$ cat config.mk
export PLATFORM = sky130hd
export DESIGN_NAME = sprite_frame_tx
export DESIGN_NICKNAME = d
export VERILOG_FILES = /design/src/rtl/sprite_link_pkg.sv /design/src/rtl/link_phase_timer.sv /design/src/rtl/sprite_frame_tx.sv
export SDC_FILE = /design/constraint.sdc
export NUM_CORES = 1
export LEC_CHECK = 0
export BUFFER_PORTS_ARGS = -buffer_cell sky130_fd_sc_hd__clkbuf_2
export CAP_MARGIN = 15
export CORE_MARGIN = 2
export CORE_UTILIZATION = 40
export DETAILED_ROUTE_END_ITERATION = 16
export SETUP_SLACK_MARGIN = 0.3
export SLEW_MARGIN = 10
export SYNTH_ARGS = -nofsm -noshare
export SYNTH_HDL_FRONTEND = slang
export SYNTH_SLANG_ARGS = --single-unit
$ cat constraint.sdc
create_clock -name clock -period 3 [get_ports clock]
set_input_delay 0.6 -clock clock [delete_from_list [all_inputs] [get_ports clock]]
set_output_delay 0.6 -clock clock [all_outputs]
set_load 0.005 [all_outputs]
$ cat src/rtl/sprite_link_pkg.sv
// Shared definitions for the sprite byte-strobe link.
// Used by both the transmitter and the receiving sprite queue.
package sprite_link_pkg;

  localparam int SPRITE_FRAME_BYTES = 6;

  typedef struct packed {
    logic [7:0]  id;
    logic [15:0] x;
    logic [15:0] y;
    logic [7:0]  scale;
  } sprite_rec_t;

  // Wire order of a frame: id, x hi, x lo, y hi, y lo, scale.
  function automatic logic [7:0] sprite_byte(input sprite_rec_t rec, input logic [2:0] idx);
    case (idx)
      3'd0:    return rec.id;
      3'd1:    return rec.x[15:8];
      3'd2:    return rec.x[7:0];
      3'd3:    return rec.y[15:8];
      3'd4:    return rec.y[7:0];
      3'd5:    return rec.scale;
      default: return 8'h00;
    endcase
  endfunction

endpackage

$ cat src/rtl/link_phase_timer.sv
// Loadable down-counter; done is high while the count sits at zero.
// Loading N-1 therefore yields a phase lasting exactly N cycles.
module link_phase_timer #(
  parameter int W = 2
) (
  input  logic         clock,
  input  logic         reset,
  input  logic         load,
  input  logic [W-1:0] load_val,
  output logic         done
);

  logic [W-1:0] count_r;

  // Count register: load wins over decrement, holds at zero.
  always_ff @(posedge clock) begin
    if (reset) begin
      count_r <= '0;
    end else if (load) begin
      count_r <= load_val;
    end else if (count_r != '0) begin
      count_r <= count_r - {{(W-1){1'b0}}, 1'b1};
    end else begin
      count_r <= count_r;
    end
  end

  assign done = (count_r == '0);

endmodule

$ cat src/rtl/sprite_frame_tx.sv
// Sprite record serializer: one record per handshake becomes an optional
// resync strobe followed by a 6-byte frame on the data_clk/enqueue link.
module sprite_frame_tx
  import sprite_link_pkg::*;
#(
  parameter int HALF_PERIOD = 4,
  parameter int GAP_CYCLES  = 2,
  parameter int SYNC_STROBE = 1
) (
  input  logic        clock,
  input  logic        reset,
  input  logic        in_valid,
  output logic        in_ready,
  input  logic [7:0]  sprite_id,
  input  logic [15:0] sprite_x,
  input  logic [15:0] sprite_y,
  input  logic [7:0]  sprite_scale,
  output logic        data_clk,
  output logic        enqueue_en,
  output logic [7:0]  enqueue_data,
  output logic        busy,
  output logic [15:0] frames_sent
);

  localparam int MAX_HG  = (HALF_PERIOD > GAP_CYCLES) ? HALF_PERIOD : GAP_CYCLES;
  localparam int MAX_ALL = (MAX_HG > 1) ? MAX_HG : 1;
  localparam int CW      = $clog2(MAX_ALL) + 1;

  localparam logic [CW-1:0] HALF_LOAD = CW'(HALF_PERIOD - 1);
  localparam logic [CW-1:0] GAP_LOAD  = (GAP_CYCLES > 0) ? CW'(GAP_CYCLES - 1) : '0;
  localparam logic [2:0]    LAST_IDX  = 3'(SPRITE_FRAME_BYTES - 1);

  typedef enum logic [2:0] {
    ST_IDLE,
    ST_SYNC_LO,
    ST_SYNC_HI,
    ST_BYTE_LO,
    ST_BYTE_HI,
    ST_GAP
  } tx_state_t;

  tx_state_t   state_r, next_state_s;
  logic [2:0]  byte_idx_r, next_idx_s;
  sprite_rec_t rec_r, rec_in_s, rec_next_s;
  logic        accept_s, load_s, timer_done_s, frame_done_s;
  logic [CW-1:0] load_val_s;
  logic        nxt_dclk_s, nxt_en_s;
  logic [7:0]  nxt_data_s;
  logic        data_clk_r, enqueue_en_r, in_ready_r, busy_r;
  logic [7:0]  enqueue_data_r;
  logic [15:0] frames_sent_r;

  assign rec_in_s   = '{id: sprite_id, x: sprite_x, y: sprite_y, scale: sprite_scale};
  assign accept_s   = in_valid && in_ready_r;
  assign rec_next_s = accept_s ? rec_in_s : rec_r;

  link_phase_timer #(.W(CW)) u_timer (
    .clock    (clock),
    .reset    (reset),
    .load     (load_s),
    .load_val (load_val_s),
    .done     (timer_done_s)
  );

  // Next-state, byte index and timer reload decisions.
  always_comb begin
    next_state_s = state_r;
    next_idx_s   = byte_idx_r;
    load_s       = 1'b0;
    load_val_s   = HALF_LOAD;
    frame_done_s = 1'b0;
    case (state_r)
      ST_IDLE: begin
        if (accept_s) begin
          next_state_s = (SYNC_STROBE != 0) ? ST_SYNC_LO : ST_BYTE_LO;
          next_idx_s   = 3'd0;
          load_s       = 1'b1;
        end else begin
          next_state_s = ST_IDLE;
        end
      end
      ST_SYNC_LO: begin
        if (timer_done_s) begin
          next_state_s = ST_SYNC_HI;
          load_s       = 1'b1;
        end else begin
          next_state_s = ST_SYNC_LO;
        end
      end
      ST_SYNC_HI: begin
        if (timer_done_s) begin
          next_state_s = ST_BYTE_LO;
          load_s       = 1'b1;
        end else begin
          next_state_s = ST_SYNC_HI;
        end
      end
      ST_BYTE_LO: begin
        if (timer_done_s) begin
          next_state_s = ST_BYTE_HI;
          load_s       = 1'b1;
        end else begin
          next_state_s = ST_BYTE_LO;
        end
      end
      ST_BYTE_HI: begin
        if (!timer_done_s) begin
          next_state_s = ST_BYTE_HI;
        end else if (byte_idx_r < LAST_IDX) begin
          next_state_s = ST_BYTE_LO;
          next_idx_s   = byte_idx_r + 3'd1;
          load_s       = 1'b1;
        end else begin
          // A zero-length gap drops straight back to IDLE.
          frame_done_s = 1'b1;
          if (GAP_CYCLES > 0) begin
            next_state_s = ST_GAP;
            load_s       = 1'b1;
            load_val_s   = GAP_LOAD;
          end else begin
            next_state_s = ST_IDLE;
          end
        end
      end
      ST_GAP: begin
        if (timer_done_s) begin
          next_state_s = ST_IDLE;
        end else begin
          next_state_s = ST_GAP;
        end
      end
      default: begin
        next_state_s = ST_IDLE;
      end
    endcase
  end

  // Link output values for the state being entered, so they can be registered.
  always_comb begin
    nxt_dclk_s = 1'b0;
    nxt_en_s   = 1'b0;
    nxt_data_s = 8'h00;
    case (next_state_s)
      ST_SYNC_LO: nxt_dclk_s = 1'b0;
      ST_SYNC_HI: nxt_dclk_s = 1'b1;
      ST_BYTE_LO: begin
        nxt_en_s   = 1'b1;
        nxt_data_s = sprite_byte(rec_next_s, next_idx_s);
      end
      ST_BYTE_HI: begin
        nxt_dclk_s = 1'b1;
        nxt_en_s   = 1'b1;
        nxt_data_s = sprite_byte(rec_next_s, next_idx_s);
      end
      ST_GAP:     nxt_data_s = sprite_byte(rec_next_s, next_idx_s);
      default:    nxt_data_s = 8'h00;
    endcase
  end

  // State, record latch, registered link outputs and frame counter.
  always_ff @(posedge clock) begin
    if (reset) begin
      state_r        <= ST_IDLE;
      byte_idx_r     <= 3'd0;
      rec_r          <= '0;
      data_clk_r     <= 1'b0;
      enqueue_en_r   <= 1'b0;
      enqueue_data_r <= 8'h00;
      in_ready_r     <= 1'b0;
      busy_r         <= 1'b0;
      frames_sent_r  <= 16'd0;
    end else begin
      state_r        <= next_state_s;
      byte_idx_r     <= next_idx_s;
      rec_r          <= rec_next_s;
      data_clk_r     <= nxt_dclk_s;
      enqueue_en_r   <= nxt_en_s;
      enqueue_data_r <= nxt_data_s;
      in_ready_r     <= (next_state_s == ST_IDLE);
      busy_r         <= (next_state_s != ST_IDLE);
      frames_sent_r  <= frame_done_s ? (frames_sent_r + 16'd1) : frames_sent_r;
    end
  end

  assign in_ready     = in_ready_r;
  assign busy         = busy_r;
  assign data_clk     = data_clk_r;
  assign enqueue_en   = enqueue_en_r;
  assign enqueue_data = enqueue_data_r;
  assign frames_sent  = frames_sent_r;

endmodule

# Word level (Yosys, flattened, before mapping)
# Index checks and enable logic that the tools add are counted.
# word_totals
input_bits	51
register_bits	85
wordCells	72
out_inout_bits	28
# op_classes
addsub	3
mux	27
reduce_logical	13
magnitude_cmp	1
eq_ne	14
bitwise	1
# op_table
cell	count
48-bit 2-to-1 mux	1
8-bit one-hot mux with 6 select lines	1
3-bit 2-to-1 mux	9
3-bit by 2-bit equality test with 1-bit output, second input constant	6
3-bit equality test, second input constant	6
3-bit one-hot mux with 6 select lines	1
16-bit by 1-bit adder with 16-bit output, second input constant	1
3-bit logical NOT	4
1-bit 2-to-1 mux	9
2-bit 2-to-1 mux	4
3-bit by 1-bit equality test with 1-bit output, second input constant	2
3-bit one-hot mux with 2 select lines	1
3-bit nonzero test	2
2-bit OR reduction	3
4-bit OR reduction	1
3-bit by 1-bit adder with 3-bit output, second input constant	1
3-bit less-than comparator, second input constant	1
3-bit OR reduction	1
3-bit by 1-bit subtractor with 3-bit output, second input constant	1
1-bit one-hot mux with 2 select lines	1
2-bit nonzero test	1
1-bit logical AND	1
1-bit NOT	1

# Depth between registers and ports, before layout
# Gate-level depths: netlist of run 1.
# depth
depth_word	8
ltp_mapped	10
depth_no_buf	8

# Modules after synthesis
# From an unflattened synthesis of run 1, not the netlist that was laid out.
# unflattened
hier_cells	441
area_unflattened_um2	4011.3
# by_module_without_submodules
mod	cells_each	n_inst	area_per_inst_um2	seq_area_each_um2
sprite_frame_tx	419	1	3804.9	1641.6
link_phase_timer	22	1	206.4	60.1

# Worst setup path before layout of run 1
# Ideal clock, no wire load.
# synth_timing
path_type	input to register
from	input port in_valid
to	register enqueue_data_r[4], in the netlist enqueue_data[4]
n_path_buf	2
setup_ns	0.114
setup_slack_ns	0.515
required_ns	2.886
path_stages	6
t_arrival_ns	2.371
cell_sequence	and2_1 > clkbuf_1 > clkbuf_1 > mux4_2 > a22o_1 > a21o_1
# synth_via
elab_chain_len	7
word_cells_on_any_way	19
cone_classes	eq/ne (8); mux (6); bitwise (1); reduce/logical (4)
# synth_rtl
item	line	text
from (decl)	sprite_frame_tx.sv:12	input logic in_valid,
1-bit logical AND (*)	sprite_frame_tx.sv:54	assign accept_s = in_valid && in_ready_r;
1-bit 2-to-1 mux	sprite_frame_tx.sv:74	if (accept_s) begin
3-bit one-hot mux with 6 select lines	sprite_frame_tx.sv:72	case (state_r)
3-bit equality test or 3-bit by 2-bit equality test with 1-bit output (tied branches)	sprite_frame_tx.sv:143	case (next_state_s)
3-bit OR reduction (no line)	n/a	
1-bit NOT (no line)	n/a	
2-bit OR reduction (no line)	n/a	
to (signal assigned)	sprite_frame_tx.sv:178	enqueue_data_r <= nxt_data_s;
to (decl)	sprite_frame_tx.sv:50	logic [7:0] enqueue_data_r;
# Mark *: on every way between the ends. The rest lies on a longest branch, timed or not.
# A chain may end at the register's enable or synchronous reset.

# Worst setup path in the final report of run 1
# layout_timing
from	register u_timer.count_r[0]
to	register enqueue_data_r[7], in the netlist enqueue_data[7]
# layout_via
elab_chain_len	7
word_cells_on_any_way	22
cone_classes	eq/ne (8); mux (9); bitwise (1); reduce/logical (4)
# layout_rtl
item	line	text
from (decl)	link_phase_timer.sv:13	logic [W-1:0] count_r;
from (signal assigned)	link_phase_timer.sv:20	count_r <= load_val;
from (signal assigned)	link_phase_timer.sv:22	count_r <= count_r - {{(W-1){1'b0}}, 1'b1};
from (signal assigned)	link_phase_timer.sv:24	count_r <= count_r;
3-bit logical NOT (*)	link_phase_timer.sv:28	assign done = (count_r == '0);
3-bit 2-to-1 mux (tied with other cells)	sprite_frame_tx.sv:126	if (timer_done_s) begin
3-bit one-hot mux with 6 select lines	sprite_frame_tx.sv:72	
3-bit equality test or 3-bit by 2-bit equality test with 1-bit output (tied branches)	sprite_frame_tx.sv:143	
3-bit OR reduction (no line)	n/a	
1-bit NOT (no line)	n/a	
2-bit OR reduction (no line)	n/a	
# Marked as above.

==> run summary, run 1 <==
Via count: 3465
PortBufs: 78
Die Wd: 104.6 um
Number of global-route vias before repair: 3460
Root cell of the clock tree: clkbuf_8
TritonCTS Buffers: 9
Startpoint types: flip-flop
Status: finished, final reports clean
Final setup TNS: 0 ns
Cell Rows: 36
Initial antenna violation count: 0
Fraction of layout cells with a size suffix above 1: 25.09%
Clock tree buffer depth: 2
Area growth syn-to-layout: 18.25%
Largest net degree at the start of global routing: 76
Antenna Nets Post-Route: 0
Post-CTS Repair Setup Buffers: 0
Leakage Power: 1.913 nW
Synthesized area: 4051 um^2
Compound-cell area share of the yosys netlist: 14.92%
Starting Density: 41.26%
Post-synth EDFFs: 0
WP data required: 3.25 ns
PD cells: 643.6 nW/um^2
Worst Hold Class: flip-flop to flip-flop
Fillcell total: 996
Post-Synth XOR/XNOR Area: 3.675%
Yosys reg bits: 85
Max-slew violation count: 0
Post-DP HPWL: 7116 um
Routability congestion estimate: 0.8003
Syn Nets: 515
Slew HR: 46.46%
Switching Share: 32.81%
DR vias/cell: 5.164
Post-synth top area cell: dfxtp_1
Reg2reg path depth: 8
Int Power: 2.072 mW
Max Clk Rate: 389.8 MHz
Start point of the critical path: u_timer.count_r[0]
R2R setup slack: 0.43 ns
Worst-skew pair later-pin latency: 0.35 ns
Hold-fix buffers at CTS: 0
Routed WL: 9874 um
GRT Residual Overflow: 0
First-pass GRT wire length: 16260 um
Commonest cells post-synth: 101 x nand2_1, 85 x dfxtp_1, 55 x a21oi_1
Clk pwr share: 23.8%
Final Cycle Share: 85.51%
WL met2: 4630 um
CTS tree: yes
Top_reg_cell synth: dfxtp_1
Comb power frac: 32.0%
Met1 WL: 4575 um
DR WL met3: 416 um
VDD IR max: 356.4 uV
Diodes inserted: 0
Synth warnings: 0
Post-Syn Area per Cell: 8.807 um^2
DR top layer: met4
Core area: 9819 um^2
DRC: 0
P_sw: 1.012 mW
Top post-synthesis cells by area: dfxtp_1 42%, mux4_2 10%, nand2_1 9.4%
Detailed Routing Iterations Pass 1: 4
H-tree depth: 3
Top cell type's share of synthesized area: 42.00%
Final setup vio count: 0
R2R Path Start: u_timer.count_r[0]
Worst slew pin tran: 0.8031 ns
Clk slew on worst S/H paths: 0.08 ns
Worst clock skew: 0.01173 ns
Adder-cell share of the synthesized area: 1.235%
DRT iter0 DRCs: 143
CP Max Fanout: 13
Sequential power share: 44.2%
Post-synthesis mux area share: 13.80%
Die area: 10950 um^2
Die H: 104.6 um
Worst hold slack: 0.4516 ns
Sink Count: 85
Max Cap Viol: 0
Final cell count without fillers: 671
I/O pins: 79
Type of the worst setup path: flip-flop to flip-flop
Count leader, synth: nand2_1
Hold Fails Final Rpt: 0
RSZ-0062 raised after global routing: no
Mapped Cells: 460
Setup crit end: enqueue_data[7]
Synth async-reset ratio: 0%
Placed cells: 655
Library cells used by synthesis: 45
Post-synthesis sequential area ratio: 42.00%
Post-layout nets: 588
Routed wire per std cell: 14.72 um
Worst flop-to-flop path endpoint: enqueue_data[7]
CP Capture Type: flip-flop
Min Tclk post-route: 2.565 ns
Gr usage total: 18.60%
Simple-gate share of the synthesized area: 20.54%
Largest family of logic cells by synthesized area: simple AND/OR/NAND/NOR gates
CP Data Arrival Time: 2.82 ns
[stage by stage]
| step | power, mW | util [%] | instance area [um^2] | setup slack (ns) |
|---|---|---|---|---|
| floorplan | 2.064 | - | 4051 | 0.5151 |
| global placement | 2.334 | 46.87 | 4602 | 0.3320 |
| global route | 3.288 | 48.79 | 4791 | 0.3302 |
| detailed placement | 2.356 | 46.87 | 4602 | 0.2569 |
| CTS | 3.094 | 48.62 | 4775 | 0.3763 |
| finish | 3.083 | 48.79 | 4791 | 0.4347 |
[layer usage]
metal | GRT usage (%) | vias up
met3 | 3.369 | 18
li1 | - | 1753
met4 | 8.667 | 0
met2 | 30.58 | 79
met5 | 0 | -
met1 | 23.71 | 1615
[cell families (layout without fill, tap and decap cells)]
kind of cell    count (synthesis)  after routing
buf+inv                        37            115
mux                            33             33
xor+xnor                       17             17
simple gates                  184            184
fa+ha+maj                       4              4
compound gates                100            100
flops                          85             85
[power by group through the flow]
| stage | logic [mW] | clock network [mW] | registers [mW] |
|---|---|---|---|
| floorplan | 0.713 | 0 | 1.35 |
| global placement | 0.956 | 0 | 1.38 |
| detailed placement | 0.973 | 0 | 1.38 |
| CTS | 0.977 | 0.762 | 1.36 |
| global route | 1.10 | 0.803 | 1.38 |
| finish | 0.987 | 0.734 | 1.36 |
[area by class of cell]
type	instances	area (um^2)	share of cell area (%)
multi-input cells	338	2213	46.20
flip-flops and latches	85	1702	35.52
repair buffers	93	515.5	10.76
clock buffers	15	166.4	3.474
well taps	133	166.4	3.474
inverters	6	22.52	0.4701
clock inverters	1	5.005	0.1045
[sequential cells by signal, indices dropped and copies added, names as in the netlist]
name / cells
byte_idx_r: 3
rec_r: 48
busy: 1
state_r: 3
data_clk: 1
enqueue_data: 8
in_ready: 1
enqueue_en: 1
u_timer.count_r: 3
frames_sent: 16
[cells in the final DEF, fill, tap and decap left out, types with 3 or more instances in the layout]
cell type    n
o31a_1       3
ha_1         4
nand2_1    101
xnor2_1      7
mux2i_1     12
xor2_1      10
nor2_1      32
clkbuf_1     4
dfxtp_1     85
clkbuf_8    11
buf_4       14
inv_1        6
mux2_2       3
a21o_1       7
nor3_1       9
clkbuf_2    78
nand3_1     11
mux4_2      18
nand4_1      3
and3_1       3
or3_1        4
a22o_1       6
nand2b_1     4
o21ai_0     15
a21oi_1     55
[how the worst min path moves through the flow]
stage	start	slack, ns	to	depth (start not counted)
floorplan	rec_r[24]	0.43	rec_r[24]	2
global placement	rec_r[43]	0.44	rec_r[43]	2
detailed placement	rec_r[37]	0.45	rec_r[37]	2
CTS	rec_r[37]	0.46	rec_r[37]	2
global route	sprite_x[14]	0.47	rec_r[38]	3
finish	rec_r[37]	0.45	rec_r[37]	2
[worst max-delay path: stages, from the launching register on]
cell	delay, ns
dfxtp_1	0.30
inv_1	0.10
ha_1	0.25
or4b_4	0.52
or2_1	0.29
a22o_4	0.35
buf_4	0.18
mux4_2	0.29
a21o_1	0.18
[timing repair]
action,in CTS,in global routing
gates resized for setup,1,3
setup endpoints to repair,7,7
hold endpoints to repair,0,0
gates cloned,0,0
No activity file was read; power rests on OpenSTA's default activity.
==> run 2, diff against run 1 <==
clock period = 2.1 ns   (was 3 ns; I/O delays follow)
==> run summary, run 2 (synthesis results as in run 1) <==
Final setup TNS: -4.579 ns (was 0 ns)
RSZ-0062 raised after global routing: yes (was no)
Total Power: 5.112 mW (was 3.083 mW)
DP Worst Slack: -0.3007 ns (was 0.2569 ns)
Gr usage total: 18.97% (was 18.60%)
Slew HR: 45.58% (was 46.46%)
H-tree depth: 3 (unchanged)
Reg2reg path depth: 9 (was 8)
First-pass GRT wire length: 16690 um (was 16260 um)
Worst-skew pair later-pin latency: 0.36 ns (was 0.35 ns)
Number of flip-flops in the largest register: 48 (unchanged)
Largest net degree at the start of global routing: 76 (unchanged)
Worst clock skew: 0.01209 ns (was 0.01173 ns)
PD cells: 969.0 nW/um^2 (was 643.6 nW/um^2)
Post-DP HPWL: 7425 um (was 7116 um)
Routability congestion estimate: 0.8889 (was 0.8003)
Number of global-route vias before repair: 3485 (was 3460)
PortBufs: 78 (unchanged)
Antenna Nets Post-Route: 0 (unchanged)
Max Clk Rate: 417.0 MHz (was 389.8 MHz)
Sequential power share: 37.4% (was 44.2%)
WP data required: 2.36 ns (was 3.25 ns)
Hold path endpoint: rec_r[14] (was rec_r[37])
DR vias/cell: 5.238 (was 5.164)
Switching Share: 31.64% (was 32.81%)
Initial antenna violation count: 0 (unchanged)
Type of the worst setup path: flip-flop to flip-flop (unchanged)
Clk pwr share: 26.8% (was 23.8%)
Sink Count: 85 (unchanged)
Hold Path Depth: 3 (was 2)
CP Max Fanout: 13 (unchanged)
Clk slew on worst S/H paths: 0.09 ns (was 0.08 ns)
Post-layout nets: 620 (was 588)
R2R Path Start: u_timer.count_r[1] (was u_timer.count_r[0])
Die Wd: 104.6 um (unchanged)
Top reg by flops: rec_r (unchanged)
Int Power: 3.494 mW (was 2.072 mW)
DRC: 0 (unchanged)
CTS tree: yes (unchanged)
Most frequent cells in the layout: 98 x nand2_1, 84 x dfxtp_1, 78 x clkbuf_2, 54 x a21oi_1, 38 x buf_4 (was 101 x nand2_1, 85 x dfxtp_1, 78 x clkbuf_2, 55 x a21oi_1, 32 x nor2_1)
Fraction of layout cells with a size suffix above 1: 33.57% (was 25.09%)
Worst flop-to-flop path endpoint: enqueue_data[0] (was enqueue_data[7])
Root cell of the clock tree: clkbuf_8 (unchanged)
Clock tree buffer depth: 2 (unchanged)
Fillcell total: 948 (was 996)
Final setup margin: -0.2981 ns (was 0.4347 ns)
Final Cycle Share: 114.2% (was 85.51%)
Min Tclk post-route: 2.398 ns (was 2.565 ns)
P_sw: 1.617 mW (was 1.012 mW)
Area growth syn-to-layout: 30.20% (was 18.25%)
Hold-fix buffers at CTS: 0 (unchanged)
Cell Rows: 36 (unchanged)
GRT Residual Overflow: 0 (unchanged)
Worst hold start: sprite_y[6] (was rec_r[37])
Die area: 10950 um^2 (unchanged)
I/O pins: 79 (unchanged)
Routed wire per std cell: 15.12 um (was 14.72 um)
DRT iter0 DRCs: 165 (was 143)
Startpoint types: flip-flop (unchanged)
Via count: 3677 (was 3465)
Hold Fails Final Rpt: 0 (unchanged)
Worst Hold Class: input port to flip-flop (was flip-flop to flip-flop)
Final setup vio count: 23 (was 0)
Commonest non-fill, non-tap cell in the layout: nand2_1 (unchanged)
Leakage Power: 2.130 nW (was 1.913 nW)
Comb power frac: 35.8% (was 32.0%)
Fin util: 53.72% (was 48.79%)
CP Capture Type: flip-flop (unchanged)
VDD IR max: 412.8 uV (was 356.4 uV)
CP Data Arrival Time: 2.65 ns (was 2.82 ns)
Die H: 104.6 um (unchanged)
Core area: 9819 um^2 (unchanged)
Violated checks: setup timing
Max Cap Viol: 0 (unchanged)
Detailed Routing Iterations Pass 1: 5 (was 4)
TritonCTS Buffers: 9 (unchanged)
Worst slew pin tran: 0.8164 ns (was 0.8031 ns)
R2R setup slack: -0.30 ns (was 0.43 ns)
Starting Density: 41.26% (unchanged)
Diodes inserted: 0 (unchanged)
Max-slew violation count: 0 (unchanged)
Status: complete, but fails checks (was finished, final reports clean)
Routed WL: 10620 um (was 9874 um)
[run 2: cell types whose count changed in the layout (fill, tap and decap cells not counted), sizes merged]
| cell | delta |
|---|---|
| buf | +32 |
| clkinv | +1 |
| clkbuf | -5 |
| bufinv | +3 |
[run 2: how the worst max path moves through the flow]
| stage | startpoint | endpoint | slack [ns] | cells past startpoint |
|---|---|---|---|---|
| CTS | u_timer.count_r[1] | enqueue_data[5] | -0.25 | 9 |
| global placement | u_timer.count_r[1] | enqueue_data[0] | -0.22 | 9 |
| detailed placement | u_timer.count_r[1] | enqueue_data[0] | -0.30 | 10 |
| global route | u_timer.count_r[1] | enqueue_data[0] | -0.35 | 10 |
| finish | u_timer.count_r[1] | enqueue_data[0] | -0.30 | 9 |
| floorplan | u_timer.count_r[1] | enqueue_data[1] | -0.24 | 10 |
[run 2: what timing repair did]
| action | 4_1_cts | 5_1_grt |
|---|---|---|
| resized for setup | 23 | 14 |
| setup buffers | 8 | 1 |
| pin swaps | 4 | 6 |
| endpoints found under the setup margin | 27 | 29 |
[run 2: per-stage QoR]
stage	cell area [um^2]	std cells	hold WS, ns
finish	5275	702	0.2906
global route	5275	702	0.2799
CTS	5201	701	0.2733
detailed placement	4818	678	0.4440
global placement	4818	678	0.4386
floorplan	4088	460	0.4329
[run 2: critical path, cell delays in order, from the launching register on]
cell	delay (ns)
dfxtp_2	0.34
inv_2	0.07
ha_4	0.13
or4b_4	0.47
or2_4	0.25
a22o_1	0.24
buf_12	0.16
mux2_2	0.24
o221ai_2	0.11
o31a_1	0.29
[run 2: power groups by stage]
| stage | sequential, mW | combinational (mW) | clock [mW] |
|---|---|---|---|
| after CTS | 1.91 | 1.78 | 1.40 |
| after floorplan | 1.93 | 1.05 | 0 |
| after global placement | 1.94 | 1.62 | 0 |
| after global routing | 1.93 | 2.00 | 1.47 |
| after detailed placement | 1.95 | 1.64 | 0 |
| final | 1.91 | 1.83 | 1.37 |
[run 2: per-layer routing]
| metal | vias up | global-route usage, % | part of all wire [%] |
|---|---|---|---|
| met1 | 1771 | 24.75 | 46 |
| met4 | 0 | 7.810 | 1.9 |
| met3 | 18 | 3.182 | 3.4 |
| li1 | 1812 | - | - |
| met5 | - | 0 | 0 |
| met2 | 76 | 31.23 | 49 |
[run 2: final cells by class]
| cell class | count | area (um^2) | area share [%] |
|---|---|---|---|
| clock buffer | 10 | 127.6 | 2.419 |
| multi-input combinational | 338 | 2344 | 44.43 |
| sequential | 85 | 1703 | 32.28 |
| timing repair buffer | 125 | 812.0 | 15.39 |
| inverter | 6 | 22.52 | 0.4269 |
| tap | 133 | 166.4 | 3.155 |
| clock inverter | 5 | 100.1 | 1.898 |
==> run 3, diff against run 2 <==
CORE_ASPECT_RATIO = 1.1   (was unset)
==> run summary, run 3 (synthesis results as in run 1) <==
Antenna Nets Post-Route: 0 (unchanged)
Status: complete, but fails checks (unchanged)
Startpoint types: flip-flop (unchanged)
Reg2reg path depth: 9 (unchanged)
Starting Density: 41.16% (was 41.26%)
Number of flip-flops in the largest register: 48 (unchanged)
TritonCTS Buffers: 9 (unchanged)
Die Wd: 99.96 um (was 104.6 um)
DRC: 0 (unchanged)
DRT iter0 DRCs: 142 (was 165)
Cell Rows: 38 (was 36)
Slew HR: 46.20% (was 45.58%)
Final cell count without fillers: 690 (was 702)
Worst flop-to-flop path endpoint: enqueue_data[1] (was enqueue_data[0])
Largest stage delay on the critical path: 0.47 ns (about the same)
Number of cells on the critical path: 9 (unchanged)
Leakage Power: 2.150 nW (was 2.130 nW)
Cell family with most CP delay: simple AND/OR/NAND/NOR gates (unchanged)
First-pass GRT wire length: 16820 um (was 16690 um)
Diodes inserted: 0 (unchanged)
CP Cell Sequence: inv_2 -> ha_4 -> or4b_4 -> or2_4 -> a22o_4 -> buf_8 -> and3_4 -> a22o_1 -> a21o_1 (was inv_2 -> ha_4 -> or4b_4 -> or2_4 -> a22o_1 -> buf_12 -> mux2_2 -> o221ai_2 -> o31a_1)
Core area: 9842 um^2 (was 9819 um^2)
Area growth syn-to-layout: 29.86% (was 30.20%)
Routed WL: 10660 um (was 10620 um)
CP Data Arrival Time: 2.60 ns (was 2.65 ns)
CTS tree: yes (unchanged)
Initial antenna violation count: 0 (unchanged)
Die H: 109.6 um (was 104.6 um)
Post-layout nets: 620 (unchanged)
Worst slew pin tran: 0.8070 ns (was 0.8164 ns)
Root cell of the clock tree: clkbuf_8 (unchanged)
Commonest non-fill, non-tap cell in the layout: nand2_1 (unchanged)
WP data required: 2.36 ns (about the same)
Final setup TNS: -1.914 ns (was -4.579 ns)
PortBufs: 78 (unchanged)
Clk slew on worst S/H paths: 0.09 ns (about the same)
Fillcell total: 941 (was 948)
Hold Path Depth: 3 (unchanged)
Placed cells: 665 (was 678)
Worst clock skew: 0.008667 ns (was 0.01209 ns)
Max-slew violation count: 0 (unchanged)
Via count: 3672 (was 3677)
GR Util met2: 31.08% (was 31.23%)
Routed wire per std cell: 15.45 um (was 15.12 um)
Violated checks: setup timing (unchanged)
M3 GR Usage: 4.259% (was 3.182%)
Met1 usage: 25.61% (was 24.75%)
Final Cycle Share: 111.4% (was 114.2%)
Routability congestion estimate: 0.8624 (was 0.8889)
Sink Count: 85 (unchanged)
RSZ-0062 raised after global routing: yes (unchanged)
GRT Residual Overflow: 0 (unchanged)
Gr usage total: 19.50% (was 18.97%)
I/O pins: 79 (unchanged)
Worst Hold Class: input port to flip-flop (unchanged)
VDD IR max: 412.5 uV (was 412.8 uV)
Grt peak-use layer: met2 (unchanged)
Post-DP HPWL: 7406 um (was 7425 um)
H-tree depth: 3 (unchanged)
Hold-fix buffers at CTS: 0 (unchanged)
Detailed Routing Iterations Pass 1: 4 (was 5)
Hold Fails Final Rpt: 0 (unchanged)
WP buf/inv: 2 (unchanged)
DR vias/cell: 5.322 (was 5.238)
Min Tclk post-route: 2.339 ns (was 2.398 ns)
Largest net degree at the start of global routing: 76 (unchanged)
Setup crit end: enqueue_data[1] (was enqueue_data[0])
Clock tree buffer depth: 2 (unchanged)
CP Max Fanout: 6 (was 13)
Final setup margin: -0.2391 ns (was -0.2981 ns)
Start point of the critical path: u_timer.count_r[1] (unchanged)
Number of global-route vias before repair: 3467 (was 3485)
Die area: 10950 um^2 (about the same)
PD cells: 949.4 nW/um^2 (was 969.0 nW/um^2)
R2R setup slack: -0.24 ns (was -0.30 ns)
R2R Path Start: u_timer.count_r[1] (unchanged)
Max Clk Rate: 427.5 MHz (was 417.0 MHz)
Final setup vio count: 15 (was 23)
CP max stage cell: or4b_4 (unchanged)
Type of the worst setup path: flip-flop to flip-flop (unchanged)
Top reg by flops: rec_r (unchanged)
Most frequent cells in the layout: 101 x nand2_1, 84 x dfxtp_1, 78 x clkbuf_2, 54 x a21oi_1, 32 x buf_4 (was 98 x nand2_1, 84 x dfxtp_1, 78 x clkbuf_2, 54 x a21oi_1, 38 x buf_4)
Worst-skew pair later-pin latency: 0.36 ns (about the same)
Fraction of layout cells with a size suffix above 1: 33.51% (was 33.57%)
Max Cap Viol: 0 (unchanged)
CP Capture Type: flip-flop (unchanged)
==> run 3: metal layers <==
| layer | part of all wire, % | vias up | wire, um |
|---|---|---|---|
| met2 | 47 | 84 | 5050 |
| li1 | - | 1821 | - |
| met1 | 46 | 1744 | 4852 |
| met5 | 0 | - | 0 |
| met3 | 4.6 | 23 | 495 |
| met4 | 2.5 | 0 | 264 |
==> run 3: worst min-delay path by stage <==
stage / from / to / slack [ns]
floorplan: rec_r[24] / rec_r[24] / 0.43
global placement: rec_r[41] / rec_r[41] / 0.44
detailed placement: rec_r[39] / rec_r[39] / 0.45
CTS: sprite_y[7] / rec_r[15] / 0.27
global route: sprite_y[7] / rec_r[15] / 0.28
finish: sprite_scale[4] / rec_r[4] / 0.29
==> run 3: where the power goes <==
| group | internal, mW | switching (mW) | leakage, nW |
|---|---|---|---|
| registers | 1.81 | 0.129 | 0.691 |
| clock network | 0.707 | 0.579 | 0.108 |
| logic | 0.880 | 0.893 | 1.35 |
| total | 3.39 | 1.60 | 2.15 |
==> run 3: final cells by class <==
type                       count  area, um^2  share of cell area (%)
clock buffer                  13       148.9                   2.830
inverter                       6       22.52                  0.4281
sequential                    85        1703                   32.37
timing repair buffer         125       837.1                   15.91
clock inverter                 3       68.82                   1.308
tap                          120       150.1                   2.854
multi-input combinational    338        2331                   44.30
==> run 3: worst min-delay path: stages <==
cell,delay (ns)
clkbuf_2,0.09
nand2_1,0.05
a21oi_1,0.05
==> run 3: repair_timing <==
item / CTS / global route
buffers inserted: 5 / 2
setup endpoints to repair: 28 / 30
pin swaps: 4 / 12
gates resized for setup: 18 / 22
gates cloned: 1 / 1
==> run 3: through the flow <==
| stage | worst slack (ns) | utilization (%) | hold WS [ns] | power (mW) | instance area (um^2) |
|---|---|---|---|---|---|
| final | -0.2391 | 53.46 | 0.2900 | 4.995 | 5261 |
| after detailed placement | -0.2996 | 48.79 | 0.4458 | 3.555 | 4802 |
| after global placement | -0.2406 | 48.79 | 0.4380 | 3.509 | 4802 |
| after CTS | -0.2297 | 52.22 | 0.2698 | 4.947 | 5140 |
| after global routing | -0.3236 | 53.46 | 0.2816 | 5.264 | 5261 |
| after floorplan | -0.2369 | - | 0.4329 | 2.982 | 4088 |
